**config.mk**
```make
export PLATFORM = sky130hd
export DESIGN_NAME = wb_result_stage
export DESIGN_NICKNAME = d
export VERILOG_FILES = /design/src/rtl/wb_result_stage.sv
export SDC_FILE = /design/constraint.sdc
export NUM_CORES = 1
export LEC_CHECK = 0
export ABC_AREA = 0
export CORE_MARGIN = 4
export CORE_UTILIZATION = 32
export CTS_BUF_LIST = sky130_fd_sc_hd__clkbuf_16
export DETAILED_ROUTE_END_ITERATION = 12
export PLACE_DENSITY = 0.81
export SYNTH_ARGS = -nofsm -noshare
export SYNTH_HDL_FRONTEND = slang
export SYNTH_SLANG_ARGS = --single-unit
```
**constraint.sdc**
```tcl
create_clock -name clk_i -period 1.7 [get_ports clk_i]
set_input_delay 0.17 -clock clk_i [delete_from_list [all_inputs] [get_ports clk_i]]
set_output_delay 0.17 -clock clk_i [all_outputs]
set_load 0.02 [all_outputs]
```
**src/rtl/wb_result_stage.sv**
```systemverilog
// Write-back result stage: selects one of NUM_SRC sources and holds it in a one-entry valid/ready slot.
// Optional WB_LOAD_BYPASS_EN: a load accepted while mem_rvalid_i is high completes directly to FULL.
module wb_result_stage #(
  parameter int DATA_W   = 32,
  parameter int NUM_SRC  = 5,
  parameter int SEL_W    = 3,
  parameter int LOAD_SEL = 1
) (
  input  logic                      clk_i,
  input  logic                      rst_ni,
  input  logic                      valid_i,
  output logic                      ready_o,
  input  logic [SEL_W-1:0]          sel_i,
  input  logic [NUM_SRC*DATA_W-1:0] srcs_i,
  input  logic [4:0]                rd_i,
  input  logic                      mem_rvalid_i,
  input  logic [DATA_W-1:0]         mem_rdata_i,
  output logic                      valid_o,
  input  logic                      ready_i,
  output logic [DATA_W-1:0]         result_o,
  output logic [4:0]                rd_o,
  output logic                      sel_err_o
);

  // state    | meaning
  // S_IDLE   | slot empty, accepts a new result
  // S_WAIT   | load accepted, waiting for mem_rvalid_i
  // S_FULL   | result held, valid_o high until ready_i
  typedef enum logic [1:0] {S_IDLE, S_WAIT, S_FULL} state_t;

  localparam logic [SEL_W:0] NUM_SRC_W = (SEL_W+1)'(NUM_SRC);

  state_t             state_q, state_d;
  logic [DATA_W-1:0]  result_q, result_d;
  logic [4:0]         rd_q, rd_d;
  logic               err_q, err_d;
  logic [DATA_W-1:0]  src_sel;
  logic               accept, sel_in_range, sel_is_load;

  always_comb begin
    src_sel = '0;
    for (int k = 0; k < NUM_SRC; k++) begin
      if (sel_i == SEL_W'(k)) src_sel = srcs_i[k*DATA_W +: DATA_W];
    end
  end

  assign sel_in_range = ({1'b0, sel_i} < NUM_SRC_W);
  assign sel_is_load  = (sel_i == SEL_W'(LOAD_SEL));
  assign ready_o      = (state_q == S_IDLE) | ((state_q == S_FULL) & ready_i);
  assign accept       = valid_i & ready_o;

  always_comb begin
    state_d  = state_q;
    result_d = result_q;
    rd_d     = rd_q;
    err_d    = err_q;
    case (state_q)
      S_WAIT: begin
        if (mem_rvalid_i) begin
          result_d = mem_rdata_i;
          err_d    = 1'b0;
          state_d  = S_FULL;
        end
      end
      S_IDLE, S_FULL: begin
        if (accept) begin
          rd_d = rd_i;
          if (!sel_in_range) begin
            result_d = '0;
            err_d    = 1'b1;
            state_d  = S_FULL;
          end else if (sel_is_load) begin
`ifdef WB_LOAD_BYPASS_EN
            if (mem_rvalid_i) begin
              result_d = mem_rdata_i;
              err_d    = 1'b0;
              state_d  = S_FULL;
            end else begin
              state_d  = S_WAIT;
            end
`else
            state_d = S_WAIT;
`endif
          end else begin
            result_d = src_sel;
            err_d    = 1'b0;
            state_d  = S_FULL;
          end
        end else if (state_q == S_FULL && ready_i) begin
          state_d = S_IDLE;
        end
      end
      default: state_d = S_IDLE;
    endcase
  end

  always_ff @(posedge clk_i or negedge rst_ni) begin
    if (!rst_ni) begin
      state_q  <= S_IDLE;
      result_q <= '0;
      rd_q     <= '0;
      err_q    <= 1'b0;
    end else begin
      state_q  <= state_d;
      result_q <= result_d;
      rd_q     <= rd_d;
      err_q    <= err_d;
    end
  end

  assign valid_o   = (state_q == S_FULL);
  assign result_o  = result_q;
  assign rd_o      = rd_q;
  assign sel_err_o = err_q;

endmodule

```
==> out/summary.log <==
qor: route.ant_nets 0
qor: floorplanning.placement_rows 34
qor: floorplanning.num_io_pins 245
qor: floorplanning.fp.dieArea 10440 sq um
qor: placement.gp_congestion 0.8581
qor: final_layout.final_design_area_no_fill 5358 sq um
qor: route.post-route-drc-count 0
qor: placement.place_area 5197 sq um
qor: clock_tree.ctsHtreeMaxLevel 2
qor: timing.worst-slew-pin-transition 0.4993 ns
qor: power.share_comb_of_total_power 46.2%
qor: power.leakage 0.002332 uW
qor: route.routed-wl-met2 6.312 mm
qor: final_layout.post_layout_utilization_of_the_core 61.74%
qor: timing.min_period 1.512 ns
qor: clock_tree.worst_skew_pair.late_latency 0.28 ns
qor: route.viasPerCell 5.306
qor: worst_setup_path.critPathSlowestCell sky130_fd_sc_hd__clkdlybuf4s50_1
qor: route.avgRoutedWirePerCell 18.39 um
qor: final_layout.num-nets-final 770
qor: yosys.seq_area_frac_synth 35.27%
qor: floorplanning.start_util 32.70%
qor: power.vdd_drop_max 448.9 uV
qor: worst_setup_path.critical_path_buf_inv_count 2
qor: yosys.syn-cell-area 2838 sq um
qor: clock_tree.tritoncts done
qor: power.seq_power_share 31.1%
qor: worst_setup_path.ff2ff_setup_slack 0.20 ns
qor: clock_tree.worst_setup_hold_path_clk_slew 0.07 ns
qor: yosys.synth.ff_latch_count 40
qor: yosys.synthDistinctLibCells 24
qor: placement.dp.final_hpwl 9.656 mm
qor: worst_setup_path.worst-setup-path-type in2reg
qor: timing.report.final.slew_viol_count 0
qor: route.wirelength_met1 4.811 mm
qor: clock_tree.cts-root-to-sink-buffers 2
qor: clock_tree.post-cts-setup-buffers 0
qor: floorplanning.coreArea 8678 sq um
qor: worst_setup_path.cp_common_cell sky130_fd_sc_hd__a21oi_1
qor: timing.tightest_slew_margin_relative_to_the_limit 66.71%
qor: worst_setup_path.family_with_the_most_delay_on_the_worst_path buffers and inverters
qor: power.cell_internal_power_dissipation 2762 uW
qor: worst_setup_path.worst_path_max_fanout 17
qor: final_layout.syn2layout_area_growth 88.80%
qor: global_route.grtUsageTotal 23.04%
qor: global_route.global_route.overflow_total 0
qor: worst_setup_path.worstReg2RegEnd result_o[21]
qor: power.p_clk_share 22.6%
qor: worst_setup_path.worst_setup_path_end_kind flip-flop
qor: worst_setup_path.arrival 1.71 ns
qor: yosys.postSynthNetCount 559
qor: route.wl_met3 1.057 mm
qor: floorplanning.die-height 102.2 um
qor: global_route.grt_first_pass_wirelength 18.80 mm
qor: global_route.grt_pass1_vias 3810
qor: status.run_status finished, final reports clean
qor: clock_tree.tritoncts.num_buffers 5
qor: final_layout.n_antenna_cell 0
qor: flow_run.drv.max_cap_violation_count 0
qor: clock_tree.clock-sinks 40
qor: worst_setup_path.timing.rr.start state_q[0]
qor: timing.final_hold_violating_endpoints 0
qor: power.switchingPower 1387 uW
qor: timing.rsz_0062_raised_after_global_routing false
qor: worst_setup_path.critPathLaunchType input port
qor: timing.setup_violating_endpoint_count_in_the_final_report 0
qor: floorplanning.chipWidth 102.2 um
qor: timing.finClkSkew 0.007713 ns
qor: route.drt-initial-drc-count 102
qor: worst_setup_path.crit_path_max_incr_delay 0.43 ns
qor: power.sw_frac_of_total 33.44%
qor: yosys.post_synthesis_area_per_instance 8.016 sq um
qor: global_route.antenna_found_initial 0
qor: min_path.worst_hold_path_type in2async
qor: final_layout.layout_cell_share_with_drive_strength_beyond_1 7.951%
qor: power.power 4149 uW
qor: clock_tree.clock_root_buffer sky130_fd_sc_hd__clkbuf_16
qor: yosys.netlist_instances 354
qor: route.drt_first_pass_iters 4
qor: global_route.largest_net_degree_at_the_start_of_global_routing 27
qor: timing.fmax 661.3 MHz
qor: route.route.vias.total 3576
qor: route.top_layer met4
qor: worst_setup_path.worst-r2r-cell-count 5
qor: worst_setup_path.worstPathCellList clkdlybuf4s50_1, or3b_4, a31oi_4, buf_12, a21oi_1, a21oi_1
qor: power.power-per-cell-area 774.4 nW/um^2
qor: worst_setup_path.required 1.90 ns
qor: timing.min_period_over_period 88.95%
qor: yosys.ys.warnings.count 0
qor: placement.port_buffers 212
qor: route.detail_route.wirelength 12.39 mm
-- through the flow --
stage / cells / setup WS [ns] / setup TNS [ns] / hold slack [ns]
3_5_place_dp: 665 / -0.1220 / -2.280 / 0.1664
5_1_grt: 674 / 0.04568 / 0 / 0.3931
2_1_floorplan: 354 / 0.2702 / 0 / -0.1256
4_1_cts: 674 / 0.004531 / 0 / 0.3781
6_report: 674 / 0.1879 / 0 / 0.3725
3_3_place_gp: 665 / -0.05388 / -1.325 / 0.1587
-- power groups by stage --
stage / clock network [uW] / logic, uW / registers, uW
floorplan: 0 / 574 / 1560
global placement: 0 / 1890 / 1290
detailed placement: 0 / 1930 / 1310
CTS: 968 / 1930 / 1290
global route: 1020 / 2050 / 1320
finish: 939 / 1920 / 1290
-- metal layers --
metal	GRT usage, %	up-vias
met5	0	-
met1	26.88	1666
met3	5.324	25
met2	42.18	192
met4	6.256	0
li1	-	1693
-- cell usage after synthesis --
cell,instances,area (sq um)
sky130_fd_sc_hd__clkbuf_1,19,71.32
sky130_fd_sc_hd__o22ai_1,32,200.2
sky130_fd_sc_hd__mux2_2,5,56.30
sky130_fd_sc_hd__nor2_1,65,244.0
sky130_fd_sc_hd__nand3_1,32,160.2
sky130_fd_sc_hd__a31o_2,1,8.760
sky130_fd_sc_hd__nand2b_1,2,12.51
sky130_fd_sc_hd__buf_4,1,7.510
sky130_fd_sc_hd__o32ai_1,1,8.760
sky130_fd_sc_hd__dfrtp_1,40,1001
sky130_fd_sc_hd__a21oi_1,65,325.3
sky130_fd_sc_hd__o41ai_1,1,8.760
sky130_fd_sc_hd__inv_1,3,11.26
sky130_fd_sc_hd__or2_2,1,6.260
sky130_fd_sc_hd__a21o_1,33,247.7
sky130_fd_sc_hd__buf_2,9,45.04
sky130_fd_sc_hd__and3b_1,1,8.760
sky130_fd_sc_hd__buf_1,2,7.510
sky130_fd_sc_hd__nor2b_1,2,12.51
sky130_fd_sc_hd__or3b_4,1,11.26
sky130_fd_sc_hd__a31oi_4,1,21.27
sky130_fd_sc_hd__mux2i_1,32,320.3
sky130_fd_sc_hd__buf_6,3,33.78
sky130_fd_sc_hd__nand2_1,2,7.510
-- state kept, by name (all words and copies together) (netlist names) --
signal and count:
rd_o 5, result_o 32, sel_err_o 1, state_q 2
-- timing repair --
item                       CTS  global route
setup endpoints to repair    1             1
resized for setup            1             1
hold buffers                 1             0
cloned                       0             0
hold endpoints to repair    19             0
-- layout by cell type (no fill, tap or decap), drive strengths merged --
cell,count
clkdlybuf4s50,208
a21oi,65
nor2,65
dfrtp,40
a21o,33
mux2i,32
o22ai,32
nand3,32
buf,27
mux2,5
clkbuf,5
inv,3
nor2b,2
nand2b,2
nand2,2
clkinvlp,2
or2,1
or3b,1
and3b,1
a31oi,1
a31o,1
o41ai,1
o32ai,1
clkinv,1
dlygate4sd3,1
dlymetal6s2s,1
dlygate4sd2,1
-- cell families (layout without fill, tap and decap cells) --
logic type | after synthesis | in the layout | synth area share [%]
multiplexers | 37 | 37 | 13.27
buffers and inverters | 37 | 249 | 6.217
AND/OR/NAND/NOR | 106 | 106 | 16.31
flip-flops | 40 | 40 | 35.27
AO/OA/AOI/OAI | 134 | 134 | 28.92
-- worst max-delay path by stage --
stage                     startpoint            to  slack [ns]  cells after the start
after floorplan           state_q[0]    state_q[1]        0.27                      5
after detailed placement    sel_i[1]  result_o[21]       -0.12                      6
after global placement      sel_i[2]    state_q[1]       -0.05                      5
final                       sel_i[1]  result_o[21]        0.19                      6
after global routing      state_q[0]  result_o[21]        0.05                      5
after CTS                 state_q[0]       ready_o       0.005                      2
-- cell type report --
cell class | count | area [sq um]
flip-flops and latches | 40 | 1001
clock buffers | 5 | 125.1
multi-input cells | 277 | 1663
well taps | 108 | 135.1
inverters | 3 | 11.26
clock inverters | 3 | 23.77
fillers | 747 | 3321
repair buffers | 238 | 2399
No activity file was read; power rests on OpenSTA's default activity.
